## config.mk

```make
export PLATFORM = sky130hd
export DESIGN_NAME = mem_port_arbiter_flat
export DESIGN_NICKNAME = d
export VERILOG_FILES = /design/src/rtl/mem_port_arbiter_if.sv /design/src/rtl/mem_port_arbiter.sv /design/src/flat_wrapper.sv
export SDC_FILE = /design/constraint.sdc
export NUM_CORES = 1
export LEC_CHECK = 0
export ABC_AREA = 1
export BUFFER_PORTS_ARGS = -buffer_cell sky130_fd_sc_hd__buf_2
export CORE_MARGIN = 1
export CORE_UTILIZATION = 55
export DETAILED_ROUTE_END_ITERATION = 10
export PLACE_DENSITY = 0.81
export SKIP_LAST_GASP = 1
export SYNTH_ARGS = -nofsm -noshare
export SYNTH_HDL_FRONTEND = slang
export SYNTH_SLANG_ARGS = --single-unit
```

## constraint.sdc

```tcl
create_clock -name clk -period 2.67 [get_ports clk]
set_clock_uncertainty 0.1 [all_clocks]
set_input_delay 0.267 -clock clk [delete_from_list [all_inputs] [get_ports clk]]
set_output_delay 0.267 -clock clk [all_outputs]
set_load 0.01 [all_outputs]
```

## src/rtl/mem_port_arbiter_if.sv

```systemverilog
// Bundles the RAM/IO pins and the icache/LSB request channels of the memory port arbiter.
// No storage or latency; pure signal grouping.
// The master side drives requests and RAM read data, the slave side answers with done pulses.
interface mem_port_arbiter_if #(
  parameter int ADDR_WIDTH = 32
);
  logic                  io_buffer_full;
  logic [7:0]            mem_din;
  logic [7:0]            mem_dout;
  logic [ADDR_WIDTH-1:0] mem_aout;
  logic                  mem_rw;
  logic                  if_req;
  logic [ADDR_WIDTH-1:0] if_addr;
  logic                  if_done;
  logic [31:0]           if_data;
  logic                  lsb_req;
  logic                  lsb_we;
  logic [ADDR_WIDTH-1:0] lsb_addr;
  logic [31:0]           lsb_wdata;
  logic [2:0]            lsb_funct3;
  logic                  lsb_done;
  logic [31:0]           lsb_rdata;
  logic                  flush;
  logic                  mem_busy;

  modport slave (
    input  io_buffer_full, mem_din, if_req, if_addr, lsb_req, lsb_we, lsb_addr,
           lsb_wdata, lsb_funct3, flush,
    output mem_dout, mem_aout, mem_rw, if_done, if_data, lsb_done, lsb_rdata, mem_busy
  );

  modport master (
    output io_buffer_full, mem_din, if_req, if_addr, lsb_req, lsb_we, lsb_addr,
           lsb_wdata, lsb_funct3, flush,
    input  mem_dout, mem_aout, mem_rw, if_done, if_data, lsb_done, lsb_rdata, mem_busy
  );
endinterface

```

## src/rtl/mem_port_arbiter.sv

```systemverilog
// Shares the byte-serial RAM/IO port between icache refill and LSB; serialises, assembles and extends.
// Latency: reads done at grant+N+2, writes done at grant+N+1 (N = 1/2/4 bytes), plus stall cycles.
// Backpressure: rdy_in low freezes everything; io_buffer_full stalls IO-region store bytes.
// Optional: define MEM_ARB_RR_EN for round-robin arbitration on a simultaneous request tie.
module mem_port_arbiter #(
  parameter int                    ADDR_WIDTH = 32,
  parameter logic [ADDR_WIDTH-1:0] IO_BASE    = ADDR_WIDTH'(32'h30000)
) (
  input  logic              clk,
  input  logic              rst_in,
  input  logic              rdy_in,
  mem_port_arbiter_if.slave bus
);

  typedef enum logic [1:0] {IDLE, RD, WR, DONE} state_t;

  state_t                state, state_nxt;
  logic [2:0]            cnt;
  logic [2:0]            nbytes;
  logic [ADDR_WIDTH-1:0] base;
  logic [31:0]           wdata;
  logic [31:0]           rbuf;
  logic [31:0]           if_data_q;
  logic [31:0]           lsb_rdata_q;
  logic [2:0]            funct3;
  logic                  we;
  logic                  own_lsb;
  logic                  pick_lsb;
  logic                  grant;
  logic                  io_stall;
  logic                  done_fire;
  logic [1:0]            cap_lane;
  logic [31:0]           load_ext;

  function automatic logic [2:0] width_of(input logic [1:0] w);
    case (w)
      2'b00:   width_of = 3'd1;
      2'b01:   width_of = 3'd2;
      default: width_of = 3'd4;
    endcase
  endfunction

  function automatic logic [31:0] extend(input logic [2:0] f3, input logic [31:0] w);
    case (f3)
      3'b000:  extend = {{24{w[7]}}, w[7:0]};
      3'b001:  extend = {{16{w[15]}}, w[15:0]};
      3'b100:  extend = {24'h0, w[7:0]};
      3'b101:  extend = {16'h0, w[15:0]};
      default: extend = w;
    endcase
  endfunction

`ifdef MEM_ARB_RR_EN
  logic last_if;
  assign pick_lsb = bus.lsb_req && (!bus.if_req || last_if);
`else
  assign pick_lsb = bus.lsb_req;
`endif

  assign grant    = (state == IDLE) && !bus.flush && (bus.lsb_req || bus.if_req);
  assign io_stall = we && (base >= IO_BASE) && bus.io_buffer_full;
  // The byte arriving now belongs to the address issued one cycle earlier.
  assign cap_lane = cnt[1:0] - 2'd1;
  assign load_ext = extend(funct3, rbuf);

  // State register: frozen while rdy_in is low.
  always_ff @(posedge clk) begin
    if (!rst_in)     state <= IDLE;
    else if (rdy_in) state <= state_nxt;
  end

  // Next state: RD spends N address cycles plus one drain cycle for the last byte.
  always_comb begin
    state_nxt = state;
    case (state)
      IDLE: if (grant) state_nxt = (pick_lsb && bus.lsb_we) ? WR : RD;
      RD: begin
        if (bus.flush)          state_nxt = IDLE;
        else if (cnt == nbytes) state_nxt = DONE;
      end
      WR:   if (!io_stall && (cnt == nbytes - 3'd1)) state_nxt = DONE;
      DONE: state_nxt = IDLE;
      default: state_nxt = IDLE;
    endcase
  end

  // Outputs: pins driven from the byte counter; done pulses gated by rdy_in and read flush.
  always_comb begin
    done_fire    = (state == DONE) && rdy_in && (we || !bus.flush);
    bus.mem_rw   = 1'b0;
    bus.mem_aout = '0;
    bus.mem_dout = 8'h0;
    case (state)
      RD: if (cnt != nbytes) bus.mem_aout = base + ADDR_WIDTH'(cnt);
      WR: begin
        bus.mem_aout = base + ADDR_WIDTH'(cnt);
        bus.mem_dout = wdata[{cnt[1:0], 3'b000} +: 8];
        bus.mem_rw   = rdy_in && !io_stall;
      end
      default: ;
    endcase
    bus.if_done   = done_fire && !own_lsb;
    bus.lsb_done  = done_fire && own_lsb;
    bus.if_data   = bus.if_done ? rbuf : if_data_q;
    bus.lsb_rdata = (bus.lsb_done && !we) ? load_ext : lsb_rdata_q;
    bus.mem_busy  = (state != IDLE);
  end

  // Datapath: latch the winning request, step the byte counter, assemble and keep results.
  always_ff @(posedge clk) begin
    if (!rst_in) begin
      cnt         <= 3'd0;
      nbytes      <= 3'd0;
      base        <= '0;
      wdata       <= 32'h0;
      rbuf        <= 32'h0;
      if_data_q   <= 32'h0;
      lsb_rdata_q <= 32'h0;
      funct3      <= 3'd0;
      we          <= 1'b0;
      own_lsb     <= 1'b0;
`ifdef MEM_ARB_RR_EN
      last_if     <= 1'b1;
`endif
    end else if (rdy_in) begin
      case (state)
        IDLE: if (grant) begin
          cnt     <= 3'd0;
          rbuf    <= 32'h0;
          own_lsb <= pick_lsb;
`ifdef MEM_ARB_RR_EN
          last_if <= !pick_lsb;
`endif
          if (pick_lsb) begin
            base   <= bus.lsb_addr;
            wdata  <= bus.lsb_wdata;
            funct3 <= bus.lsb_funct3;
            we     <= bus.lsb_we;
            nbytes <= width_of(bus.lsb_funct3[1:0]);
          end else begin
            base   <= bus.if_addr;
            wdata  <= 32'h0;
            funct3 <= 3'b010;
            we     <= 1'b0;
            nbytes <= 3'd4;
          end
        end
        RD: if (!bus.flush) begin
          if (cnt != 3'd0)    rbuf[{cap_lane, 3'b000} +: 8] <= bus.mem_din;
          if (cnt != nbytes)  cnt <= cnt + 3'd1;
        end
        WR: if (!io_stall) cnt <= cnt + 3'd1;
        DONE: if (done_fire) begin
          if (!own_lsb) if_data_q   <= rbuf;
          else if (!we) lsb_rdata_q <= load_ext;
        end
        default: ;
      endcase
    end
  end

endmodule

```

## src/flat_wrapper.sv

```systemverilog
// flat-port wrapper written by rule: the top's interface ports become plain ports
module mem_port_arbiter_flat 
#(
  parameter int                    ADDR_WIDTH = 32,
  parameter logic [ADDR_WIDTH-1:0] IO_BASE    = ADDR_WIDTH'(32'h30000)
)
  (clk, rst_in, rdy_in, bus_io_buffer_full, bus_mem_din, bus_if_req, bus_if_addr, bus_lsb_req, bus_lsb_we, bus_lsb_addr, bus_lsb_wdata, bus_lsb_funct3, bus_flush, bus_mem_dout, bus_mem_aout, bus_mem_rw, bus_if_done, bus_if_data, bus_lsb_done, bus_lsb_rdata, bus_mem_busy);
  mem_port_arbiter_if #(.ADDR_WIDTH(ADDR_WIDTH)) bus_i ();
  input  logic clk;
  input  logic rst_in;
  input  logic rdy_in;
  input wire logic [$bits(bus_i.io_buffer_full)-1:0] bus_io_buffer_full;
  input wire logic [$bits(bus_i.mem_din)-1:0] bus_mem_din;
  input wire logic [$bits(bus_i.if_req)-1:0] bus_if_req;
  input wire logic [$bits(bus_i.if_addr)-1:0] bus_if_addr;
  input wire logic [$bits(bus_i.lsb_req)-1:0] bus_lsb_req;
  input wire logic [$bits(bus_i.lsb_we)-1:0] bus_lsb_we;
  input wire logic [$bits(bus_i.lsb_addr)-1:0] bus_lsb_addr;
  input wire logic [$bits(bus_i.lsb_wdata)-1:0] bus_lsb_wdata;
  input wire logic [$bits(bus_i.lsb_funct3)-1:0] bus_lsb_funct3;
  input wire logic [$bits(bus_i.flush)-1:0] bus_flush;
  output wire logic [$bits(bus_i.mem_dout)-1:0] bus_mem_dout;
  output wire logic [$bits(bus_i.mem_aout)-1:0] bus_mem_aout;
  output wire logic [$bits(bus_i.mem_rw)-1:0] bus_mem_rw;
  output wire logic [$bits(bus_i.if_done)-1:0] bus_if_done;
  output wire logic [$bits(bus_i.if_data)-1:0] bus_if_data;
  output wire logic [$bits(bus_i.lsb_done)-1:0] bus_lsb_done;
  output wire logic [$bits(bus_i.lsb_rdata)-1:0] bus_lsb_rdata;
  output wire logic [$bits(bus_i.mem_busy)-1:0] bus_mem_busy;
  assign bus_i.io_buffer_full = bus_io_buffer_full;
  assign bus_i.mem_din = bus_mem_din;
  assign bus_i.if_req = bus_if_req;
  assign bus_i.if_addr = bus_if_addr;
  assign bus_i.lsb_req = bus_lsb_req;
  assign bus_i.lsb_we = bus_lsb_we;
  assign bus_i.lsb_addr = bus_lsb_addr;
  assign bus_i.lsb_wdata = bus_lsb_wdata;
  assign bus_i.lsb_funct3 = bus_lsb_funct3;
  assign bus_i.flush = bus_flush;
  assign bus_mem_dout = bus_i.mem_dout;
  assign bus_mem_aout = bus_i.mem_aout;
  assign bus_mem_rw = bus_i.mem_rw;
  assign bus_if_done = bus_i.if_done;
  assign bus_if_data = bus_i.if_data;
  assign bus_lsb_done = bus_i.lsb_done;
  assign bus_lsb_rdata = bus_i.lsb_rdata;
  assign bus_mem_busy = bus_i.mem_busy;
  mem_port_arbiter #(.ADDR_WIDTH(ADDR_WIDTH), .IO_BASE(IO_BASE)) u_core (.clk(clk), .rst_in(rst_in), .rdy_in(rdy_in), .bus(bus_i));
endmodule
```

== Word-level counts from Yosys, hierarchy flattened ==
Index checks and enable logic that the tools add are counted.
Word-level totals
  register bits after elaboration: 173
  output and inout bits: 108
  bits of input ports: 115
  logic and storage cells: 99
Cells by class
  bitwise logic cells: 2
  $add $sub $neg: 5
  multiplexer cells: 29
  equality and inequality tests: 17
  reductions and logical operators: 31
  shift-type cells: 3
  magnitude comparators: 1
Operators with widths (number)
  two-way mux 32 bit: 8
  case mux 32 bit (2 select lines): 2
  case mux 32 bit (4 select lines): 1
  adder 32 x 3 -> 32 bit: 1
  bitwise mux 32 bit: 1
  >= comparator 32 x 18 -> 1 bit, second input constant: 1
  variable shift 8 x 7 -> 32 bit, first input constant: 1
  indexed part select 32 x 6 -> 8 bit: 1
  indexed part select 8 x 7 -> 32 bit: 1
  two-way mux 3 bit: 6
  logical AND 1 bit: 12
  two-way mux 2 bit: 5
  AND reduction 5 bit: 2
  case mux 3 bit (3 select lines): 1
  two-way mux 8 bit: 1
  != test 2 x 1 -> 1 bit, second input constant: 4
  case mux 2 bit (4 select lines): 1
  AND reduction 4 bit: 2
  negation 5 -> 7 bit: 1
  equality test 3 bit: 2
  equality test 3 bit, second input constant: 2
  case mux 3 bit (2 select lines): 1
  AND reduction 6 bit: 1
  nonzero test 3 bit: 2
  17 further kinds: 28

== Depth between registers and ports, before layout ==
Gate-level depths: netlist of run 1.
  word-level depth: 7
  mapped depth: 13
  mapped depth without buffers: 12

== Least setup slack after synthesis of run 1 ==
OpenSTA, ideal clock, no wires.
  kind: register -> output
  from: reg u_core.cnt[1]
  to: out bus_mem_aout[22]
  arrival: 2.055 ns
  required time: 2.303 ns
  path slack: 0.248 ns
  path buffers: 1
  stages on the path, launching flop included: 9
  path through: dfxtp_1 inv_1 clkbuf_1 fa_1 o21ai_2 nand4_1 nor2_4 nand2_1 a21oi_1
Between the ends
  word-level cells in the longest chain between the ends: 3
  elaborated cells on any way between the ends: 4
  classes of those cells: add/sub (1); eq/ne (1); mux (2)
RTL lines
  start: declaration: RTL line mem_port_arbiter.sv:18  | logic [2:0] cnt;
  start signal: assignment: RTL line mem_port_arbiter.sv:150  | if (cnt != nbytes) cnt <= cnt + 3'd1;
  start signal: assignment: RTL line mem_port_arbiter.sv:152  | WR: if (!io_stall) cnt <= cnt + 3'd1;
  adder 32 x 3 -> 32 bit or != test 3 bit (tied branches): RTL line mem_port_arbiter.sv:94, mem_port_arbiter.sv:96
  two-way mux 32 bit: RTL line mem_port_arbiter.sv:94  | RD: if (cnt != nbytes) bus.mem_aout = base + ADDR_WIDTH'(cnt);
  case mux 32 bit (2 select lines) (*): RTL line mem_port_arbiter.sv:93  | case (state)
  end: declaration: RTL line flat_wrapper.sv:23  | output wire logic [$bits(bus_i.mem_aout)-1:0] bus_mem_aout;
Mark *: on every way between the ends. The rest lies on a longest branch, timed or not.

== Worst setup path after layout of run 1 ==
  from: reg u_core.base[0]
  to: out bus_mem_aout[18]
Between the ends
  word-level cells in the longest chain between the ends: 3
RTL lines
  start: declaration: RTL line mem_port_arbiter.sv:20  | logic [ADDR_WIDTH-1:0] base;
  start signal: assignment: RTL line mem_port_arbiter.sv:135  | base <= bus.lsb_addr;
  start signal: assignment: RTL line mem_port_arbiter.sv:141  | base <= bus.if_addr;
  adder 32 x 3 -> 32 bit (*): RTL line mem_port_arbiter.sv:94, mem_port_arbiter.sv:96
  two-way mux 32 bit: RTL line mem_port_arbiter.sv:94
  case mux 32 bit (2 select lines) (*): RTL line mem_port_arbiter.sv:93
Marked as above.

==> results of run 1 <==
[state kept, by name (all words and copies together) (netlist names)]
signal / cells
u_core.lsb_rdata_q: 32
u_core.nbytes: 3
u_core.cnt: 3
u_core.own_lsb: 1
u_core.we: 1
u_core.wdata: 32
u_core.if_data_q: 32
u_core.base: 32
u_core.funct3: 2
u_core.rbuf: 32
u_core.state: 2
[layout make-up]
class                      count  share of cell area (%)
inverter                     181                    5.75
tap                          220                    2.25
clock inverter                 8                   0.686
sequential                   172                    28.2
clock buffer                  24                    3.94
multi-input combinational   1010                    41.8
timing repair buffer         322                    17.4
[worst register-to-register path, delay by kind of cell, from the launching register on]
kind            cells  cell delay, ps
flops               1             340
simple gates        2             210
compound gates      3             450
fa+ha+maj           1             260
buf+inv             4            1110
[power by group]
group	total, mW	internal (mW)	switching (mW)
Sequential	2.80	2.70	0.101
Clock	2.40	1.37	1.03
Combinational	1.34	0.486	0.852
Total	6.54	4.56	1.98
[layout by cell type, fill, tap and decap left out, types with 7 or more instances in the layout]
| master | count |
|---|---|
| or2_2 | 32 |
| nand4_1 | 8 |
| a21oi_1 | 143 |
| inv_1 | 165 |
| a31oi_1 | 33 |
| nor3_1 | 17 |
| nor2_2 | 10 |
| dfxtp_1 | 169 |
| ha_1 | 12 |
| dlygate4sd3_1 | 60 |
| nor2_1 | 138 |
| o21ai_0 | 81 |
| nor3_2 | 7 |
| o21ai_1 | 8 |
| nand2_1 | 381 |
| nand2_2 | 12 |
| buf_2 | 222 |
| nand3_1 | 35 |
| buf_4 | 29 |
| inv_2 | 8 |
| clkbuf_16 | 19 |
| a211oi_1 | 34 |
| a211oi_2 | 15 |
[cells in the mapped netlist, types with 3 or more instances]
cell type	n
nor3_1	22
buf_4	5
o21ai_1	6
nand3b_1	4
buf_2	25
inv_1	170
inv_2	8
nor2_2	4
nand2_1	389
a21oi_1	146
clkbuf_1	33
a211oi_2	15
or2_2	32
nor3_2	3
nand3_1	37
nor2_1	146
nand2_2	5
a211oi_1	34
nand4_1	8
ha_1	15
buf_6	6
o21ai_2	4
a21oi_2	3
o21ai_0	84
dfxtp_1	172
xor2_1	6
a31oi_1	33
[logic make-up (layout without fill, tap and decap cells)]
kind of cell / count (synthesis) / count (layout) / synth area share [%]
adder cells (fa/ha/maj): 16 / 16 / 2.20
XOR/XNOR: 7 / 7 / 0.650
AO/OA/AOI/OAI: 326 / 326 / 20.2
AND/OR/NAND/NOR: 660 / 661 / 29.3
flip-flops: 172 / 172 / 36.5
buffers and inverters: 254 / 535 / 11.2
[worst max path at each step]
stage / end / slack (ps) / cells after the start
finish: bus_mem_aout[18] / -160 / 11
global route: bus_mem_aout[30] / -270 / 11
CTS: bus_mem_aout[26] / -120 / 11
detailed placement: bus_mem_aout[14] / 150 / 12
global placement: bus_mem_aout[14] / 190 / 12
floorplan: bus_mem_aout[22] / 250 / 8
[layer usage]
metal / up-vias / wire [um] / global-route usage, %
met5: - / 0 / 0
met3: 73 / 2280 / 6.86
met1: 4757 / 12100 / 41.4
li1: 5142 / - / -
met4: 0 / 731 / 11.0
met2: 504 / 13300 / 51.6
[per-stage QoR]
step / cell area (um^2) / setup WS (ps)
4_1_cts: 12000 / -120
2_1_floorplan: 9440 / 248
5_1_grt: 12200 / -267
3_5_place_dp: 10700 / 148
3_3_place_gp: 10700 / 186
6_report: 12200 / -163
[timing repair]
action | 4_1_cts | 5_1_grt
setup endpoints to repair | 33 | 79
setup buffers | 6 | 11
gates resized for setup | 29 | 32
endpoints found under the hold margin | 48 | 0
hold buffers | 60 | 0
pin swaps | 10 | 14
gates cloned | 1 | 2
==> metrics.cfg, run 1 <==
[outcome]
status=finished with violations
failed_checks=setup timing

[pwr]
cellLeakagePower_nw=5.54
vdd_drop_max_mv=0.569
power_mw=6.54
power-per-cell-area_nw_per_um2=535

[synthesis]
yosysSeqAreaShare_pct=36.5
ys.flop_type=dfxtp_1
syn-num-nets=1566
async_flop_share_pct=0
synth_edf_count=0
netlist_area_um2=9440
synth_top_cell_area_share_pct=36.5
synth_top_area_cell=dfxtp_1
synth_cell_types=41
yosys_warnings=0
avgSynthCellArea_um2=6.58
ys_seq_elements=172
syn_inst=1435
yosys-top-cells-area=dfxtp_1, nand2_1, a21oi_1

[cts]
root_buffer=clkbuf_16
h-tree-depth=4
cts_sinks=172
cts_buffers=17
clk_latency_ps=430
cts_tree=done
clock_path_buffers=2
cts.reportedPaths.clkPinSlew_ps=60

[cells_and_area]
multi_input_comb_area_um2=5100
diodes=0
layout-drive-gt1-share_pct=24.0
final_cells=1937
seqCellArea_um2=3450
syn2layout_area_growth_pct=29.5
num-nets-final=1835
final_core_util_pct=73.4
fillers=1347

[hold_path]
holdPathEnd=u_core.base[3]
whs_path_depth=3
min-delay-path-class=primary input to flop
hp-start=bus_lsb_addr[3]

[sta]
setup_viol=11
post-route-period-util_pct=106
clock.fmax_ghz=0.353
min_period_ps=2830
hold_viol=0
finalSetupTns_ps=-1320
rsz0062_at_grt=yes
final_max_slew_viol_count=0
tightest_slew_ps=584
max_slew_margin_pct=61.1
holdWs_ps=10.4
setup_ws_ps=-163

[critical_path]
slowest_delay_ps=380
path_buf_inv=3
r2r-end=u_core.base[19]
crit_slowest_cell=fa_2
cp.required_ps=2300
crit_type=flop to primary output
r2r_cells=10
crit_fanout=5
crit_family=adder cells
critical_path.startpoint=u_core.base[0]
r2r-start=u_core.state[1]
start_kind=flop
cp.arrival_ps=2470
cp_cell_sequence=ha_4, inv_4, fa_2, o21ai_4, nand4_1, buf_6, nor2_4, nand2_2, o21ai_1, nor2_1, buf_2
end_kind=primary output
r2r_setup_slack_ps=130

[detailed_routing]
first_pass_iters=7
drt_iter0_markers=761
antenna_left=0
routedWlPerCell_um=14.6
drc_errors=0
routed_via_density=5.41
routed_wl_um=28400
vias=10476

[die]
die_area_um2=17700
core_um2=16600
start_util_pct=56.7
die_w_um=133
io_pins=223
die_h_um=133
num_rows=47

[global_routing]
antenna_found_initial=0
grt_usage_pct=31.7
first_global_vias=9596
gr-total-overflow=0
grt_first_pass_wirelength_um=45400
grt_max_degree=66

[placement]
numPortBuffers=222
detailed_place_hpwl_um=18600
gp_congestion=0.960
placedCellCount=1825

[run]
max-cap-violations=0

No activity file was read; power rests on OpenSTA's default activity.
==> inputs of run 2 (changes only) <==
- BUFFER_PORTS_ARGS: -buffer_cell sky130_fd_sc_hd__buf_2 -> unset
- CORE_UTILIZATION: 55 -> 59
- DONT_BUFFER_PORTS: unset -> 1
- PLACE_DENSITY: 0.81 -> 0.75
==> run 2 against run 1 <==
  * The flow still finishes with violations (setup timing)
  * Total power is 0.69% lower
  * Final area decreased by 4.5%
  * Worst hold slack improved by 1.2 ps
  * Global-route usage grew 0.89 points
  * Utilization rose by 2.2 points
  * Sequential cell count stayed put
  * Clock-buffer cell count down 6
  * Sequential power about the same
  * Critical path depth is 1 lower
  * Die area fell by 6.7%
  * Cell count fell by 9.4%
==> metrics.cfg, run 2 (same netlist as run 1, synthesis figures left out) <==
[die]
die_w_um=128
start_util_pct=61.2
num_rows=45
io_pins=223
die_h_um=128
die_area_um2=16500
core_um2=15400

[cells_and_area]
final_cells=1755
layout-drive-gt1-share_pct=13.7
num-nets-final=1663
syn2layout_area_growth_pct=23.7
layout.cells.most_common=nand2_1
final_area_um2=11700
diodes=0
final_cell_mix=nand2_1, dfxtp_1, inv_1, nor2_1, a21oi_1
fillers=1246

[sta]
post-route-period-util_pct=104
setup_ws_ps=-104
min_period_ps=2770
tightest_slew_ps=1200
hold_viol=0
max_slew_margin_pct=19.8
rsz0062_at_grt=yes
final_max_slew_viol_count=0
finalSetupTns_ps=-607
clock.fmax_ghz=0.360
setup_viol=10

[critical_path]
crit_type=flop to primary output
crit_fanout=5
crit_slowest_cell=fa_2
path_buf_inv=2
end_kind=primary output
cp_cell_sequence=ha_4, inv_4, fa_2, o21ai_4, nand4_1, nor2_4, nand2_2, nor2_1, a21oi_1, buf_4
start_kind=flop
cp.required_ps=2300
cp.arrival_ps=2410
slowest_delay_ps=410
crit_family=simple AND/OR/NAND/NOR gates

[global_routing]
first_global_vias=8890
grt_max_degree=98
antenna_found_initial=0
grt_first_pass_wirelength_um=43000
gr-total-overflow=0
grt_usage_pct=32.6

[placement]
pre_cts_ws_ps=197
gp_congestion=0.921
placedCellCount=1601
numPortBuffers=0
placed_area_um2=9580
detailed_place_hpwl_um=17100

[cts]
cts_tree=done
h-tree-depth=4
cts_buffers=17
clock_path_buffers=2
clk_latency_ps=440
cts_sinks=172
cts.reportedPaths.clkPinSlew_ps=70
root_buffer=clkbuf_16

[detailed_routing]
vias=9792
routed_wl_um=28100
routed_via_density=5.58
drt_iter0_markers=763
drc_errors=0
antenna_left=0
routedWlPerCell_um=16.0
first_pass_iters=5

[hold_path]
min-delay-path-class=primary input to flop

[run]
max-cap-violations=0

[pwr]
vdd_drop_max_mv=0.506
power-per-cell-area_nw_per_um2=556
power_mw=6.50
cellLeakagePower_nw=4.72

[outcome]
failed_checks=setup timing
status=finished with violations

## run 2: cell types whose count changed in the layout (fill, tap and decap cells not counted), moves of 4 or more
cell / before / now
a21oi_2: 6 / 20
nor2_2: 10 / 16
nor2_1: 138 / 129
buf_2: 222 / 0
a21oi_1: 143 / 129
dlygate4sd3_1: 60 / 108
buf_4: 29 / 33
clkbuf_1: 4 / 0
## run 2: power breakdown
| part | internal, mW | total (mW) | leakage [nW] | switching, mW |
|---|---|---|---|---|
| sequential | 2.70 | 2.80 | 1.40 | 0.104 |
| clock | 1.25 | 2.41 | 0.264 | 1.16 |
| combinational | 0.455 | 1.28 | 3.06 | 0.825 |
| total | 4.41 | 6.50 | 4.72 | 2.09 |
## run 2: repair_timing
item,4_1_cts,5_1_grt
pin swaps,11,8
setup buffers,5,6
resized for setup,21,57
endpoints found under the setup margin,21,92
hold buffers,109,0
hold endpoints to repair,91,0
cloned,1,2
## run 2: routing by layer
layer  vias up  GRT usage [%]  part of all wire, %
li1       4804              -                    -
met1      4521           38.8                   41
met2       406           57.2                   48
met3        61           6.82                  7.8
met4         0           13.2                  2.5
met5         -              0                    0
## run 2: path summary, 6_finish.rpt
kind / from / end / slack [ps] / cells after the start
worst max-delay path: u_core.cnt[0] / bus_mem_aout[30] / -100 / 10
worst min-delay path: bus_mem_din[0] / u_core.rbuf[8] / 10 / 4
worst max register to register: u_core.state[1] / u_core.base[12] / 200 / 10
worst min register to register: u_core.wdata[19] / u_core.wdata[19] / 360 / 2
## run 2: per-stage QoR
stage	hold WS (ps)	util [%]
after detailed placement	300	62.1
after global placement	297	62.1
after global routing	16.5	75.7
after CTS	0.382	73.7
final	11.6	75.7
after floorplan	305	-
## run 2: worst min-delay path, delay by kind of cell
family,cells,cell delay (ps)
simple gates,2,130
compound gates,1,60
buf+inv,1,30
## run 2: area by class of cell
class	count	area, um^2	share of cell area, %
multi-input cells	1010	5190	44.5
flip-flops and latches	172	3450	29.5
repair buffers	150	1500	12.9
inverters	181	693	5.94
clock buffers	18	439	3.76
well taps	211	264	2.26
clock inverters	13	133	1.14
==> inputs of run 3 (changes only) <==
--- a/constraint.sdc
+++ b/constraint.sdc
@@ -3,3 +3,3 @@
 set_input_delay 0.267 -clock clk [delete_from_list [all_inputs] [get_ports clk]]
 set_output_delay 0.267 -clock clk [all_outputs]
-set_load 0.01 [all_outputs]
+set_load 0.005 [all_outputs]
==> run 3 against run 2 <==
  * The flow finishes with violations (hold timing, setup timing)
  * Die area did not move
  * Global-route usage fell by 0.17 points
  * Cell count fell by 0.57%
  * Worst setup slack improved by 90 ps
  * Largest power group unchanged
  * Combinational power barely moved
  * Non-clock buffer count fell by 12
==> metrics.cfg, run 3 (same netlist as run 1, synthesis figures left out) <==
[outcome]
status=finished with violations
failed_checks=hold timing, setup timing

[global_routing]
grt_max_degree=68
grt_first_pass_wirelength_um=42700
first_global_vias=8729
antenna_found_initial=0
gr-total-overflow=0
grt_usage_pct=32.4

[detailed_routing]
vias=9615
met3_length_um=2350
wl_met2_um=13200
drt-met1-wl_um=11300
routed_wl_um=27500
antenna_left=0
drt_iter0_markers=806
routedWlPerCell_um=15.7
routed_via_density=5.51
first_pass_iters=6
drc_errors=0
maxUsedRoutingLayer=met4

[die]
start_util_pct=61.2
num_rows=45
die_w_um=128
die_area_um2=16500
io_pins=223
die_h_um=128
core_um2=15400

[critical_path]
cp_cell_sequence=ha_4, inv_4, fa_2, o21ai_2, nand4_1, buf_6, nor2_4, nand3_2, nor2_2, nor2_1
crit_slowest_cell=dfxtp_4
cp.arrival_ps=2320
start_kind=flop
crit_family=simple AND/OR/NAND/NOR gates
slowest_delay_ps=370
path_buf_inv=2
crit_type=flop to primary output
cp.required_ps=2300
crit_fanout=5
end_kind=primary output

[sta]
post-route-period-util_pct=101
tightest_slew_ps=1160
finalSetupTns_ps=-36.2
clock.fmax_ghz=0.372
setup_ws_ps=-14.7
holdWs_ps=-0.124
final_max_slew_viol_count=0
hold_viol=1
rsz0062_at_grt=yes
setup_viol=4
min_period_ps=2680
max_slew_margin_pct=22.5

[placement]
detailed_place_hpwl_um=17000
pre_cts_ws_ps=305
numPortBuffers=0
placed_area_um2=9520
placedCellCount=1593
gp_congestion=0.978

[pwr]
power-per-cell-area_nw_per_um2=590
vdd_drop_max_mv=0.435
cellLeakagePower_nw=4.70

[hold_path]
min-delay-path-class=primary input to flop

[cells_and_area]
layout-drive-gt1-share_pct=11.9
final_cell_mix=nand2_1, dfxtp_1, inv_1, a21oi_1, nor2_1
syn2layout_area_growth_pct=22.5
final_cells=1745
num-nets-final=1651
final_area_um2=11600
layout.cells.most_common=nand2_1

[cts]
h-tree-depth=4
cts_buffers=17
cts_sinks=172
cts.reportedPaths.clkPinSlew_ps=70
clock_path_buffers=2
clk_latency_ps=430
cts_tree=done
root_buffer=clkbuf_16

[run]
max-cap-violations=0

-- run 3: cell count changes in the layout (fill, tap and decap cells not counted), moves of 3 or more --
cell,change
a21oi_1,+14
buf_4,-11
nor2_1,+6
a21oi_2,-15
nor2_2,-3
bufinv_16,+4
clkinvlp_4,-4
nor2_4,-3
-- run 3: final timing paths --
check,from,endpoint,slack [ps],depth (start not counted)
worst max-delay path,u_core.cnt[0],bus_mem_aout[24],-10,10
worst min-delay path,bus_mem_din[3],u_core.rbuf[3],-0.1,4
worst min register to register,u_core.wdata[11],u_core.wdata[11],370,2
worst max register to register,u_core.state[1],u_core.base[6],220,10
-- run 3: report_power, final --
| group | total, mW | internal, mW | leakage, nW | switching (mW) |
|---|---|---|---|---|
| clock | 2.77 | 1.65 | 0.321 | 1.12 |
| sequential | 2.80 | 2.70 | 1.40 | 0.101 |
| combinational | 1.25 | 0.451 | 2.99 | 0.799 |
-- run 3: stage by stage --
stage	total power, mW	utilization (%)
after floorplan	3.66	-
after global placement	3.85	61.7
after detailed placement	3.87	61.7
after CTS	6.79	73.7
after global routing	7.13	74.9
final	6.82	74.9
-- run 3: cell type report --
| class | count | area, um^2 |
|---|---|---|
| fillers | 1236 | 3870 |
| clock buffers | 19 | 453 |
| inverters | 181 | 694 |
| diodes | 1 | 2.50 |
| repair buffers | 138 | 1390 |
| well taps | 211 | 264 |
| flip-flops and latches | 172 | 3450 |
| multi-input cells | 1010 | 5100 |
| clock inverters | 13 | 206 |
-- run 3: what timing repair did --
item                                   4_1_cts  5_1_grt
endpoints found under the hold margin       89        0
pin swaps                                    6       12
setup endpoints to repair                   18       94
gates cloned                                 1        0
gates resized for setup                     13       48
buffers inserted                             5        4
hold buffers                               109        0
-- run 3: worst reg2reg max path: stages, from the launching register on --
cell and delay, ps:
dfxtp_1 340, inv_1 140, ha_1 250, inv_2 80, nor2_1 80, o21ai_1 100, nor2_4 160, buf_12 230
o21ai_0 150, a31oi_1 200, dlygate4sd3_1 570
-- run 3: per-layer routing --
layer | global-route usage, % | up-vias
li1 | - | 4795
met1 | 39.3 | 4349
met2 | 55.5 | 412
met3 | 8.81 | 59
met4 | 10.8 | 0
met5 | 0 | -
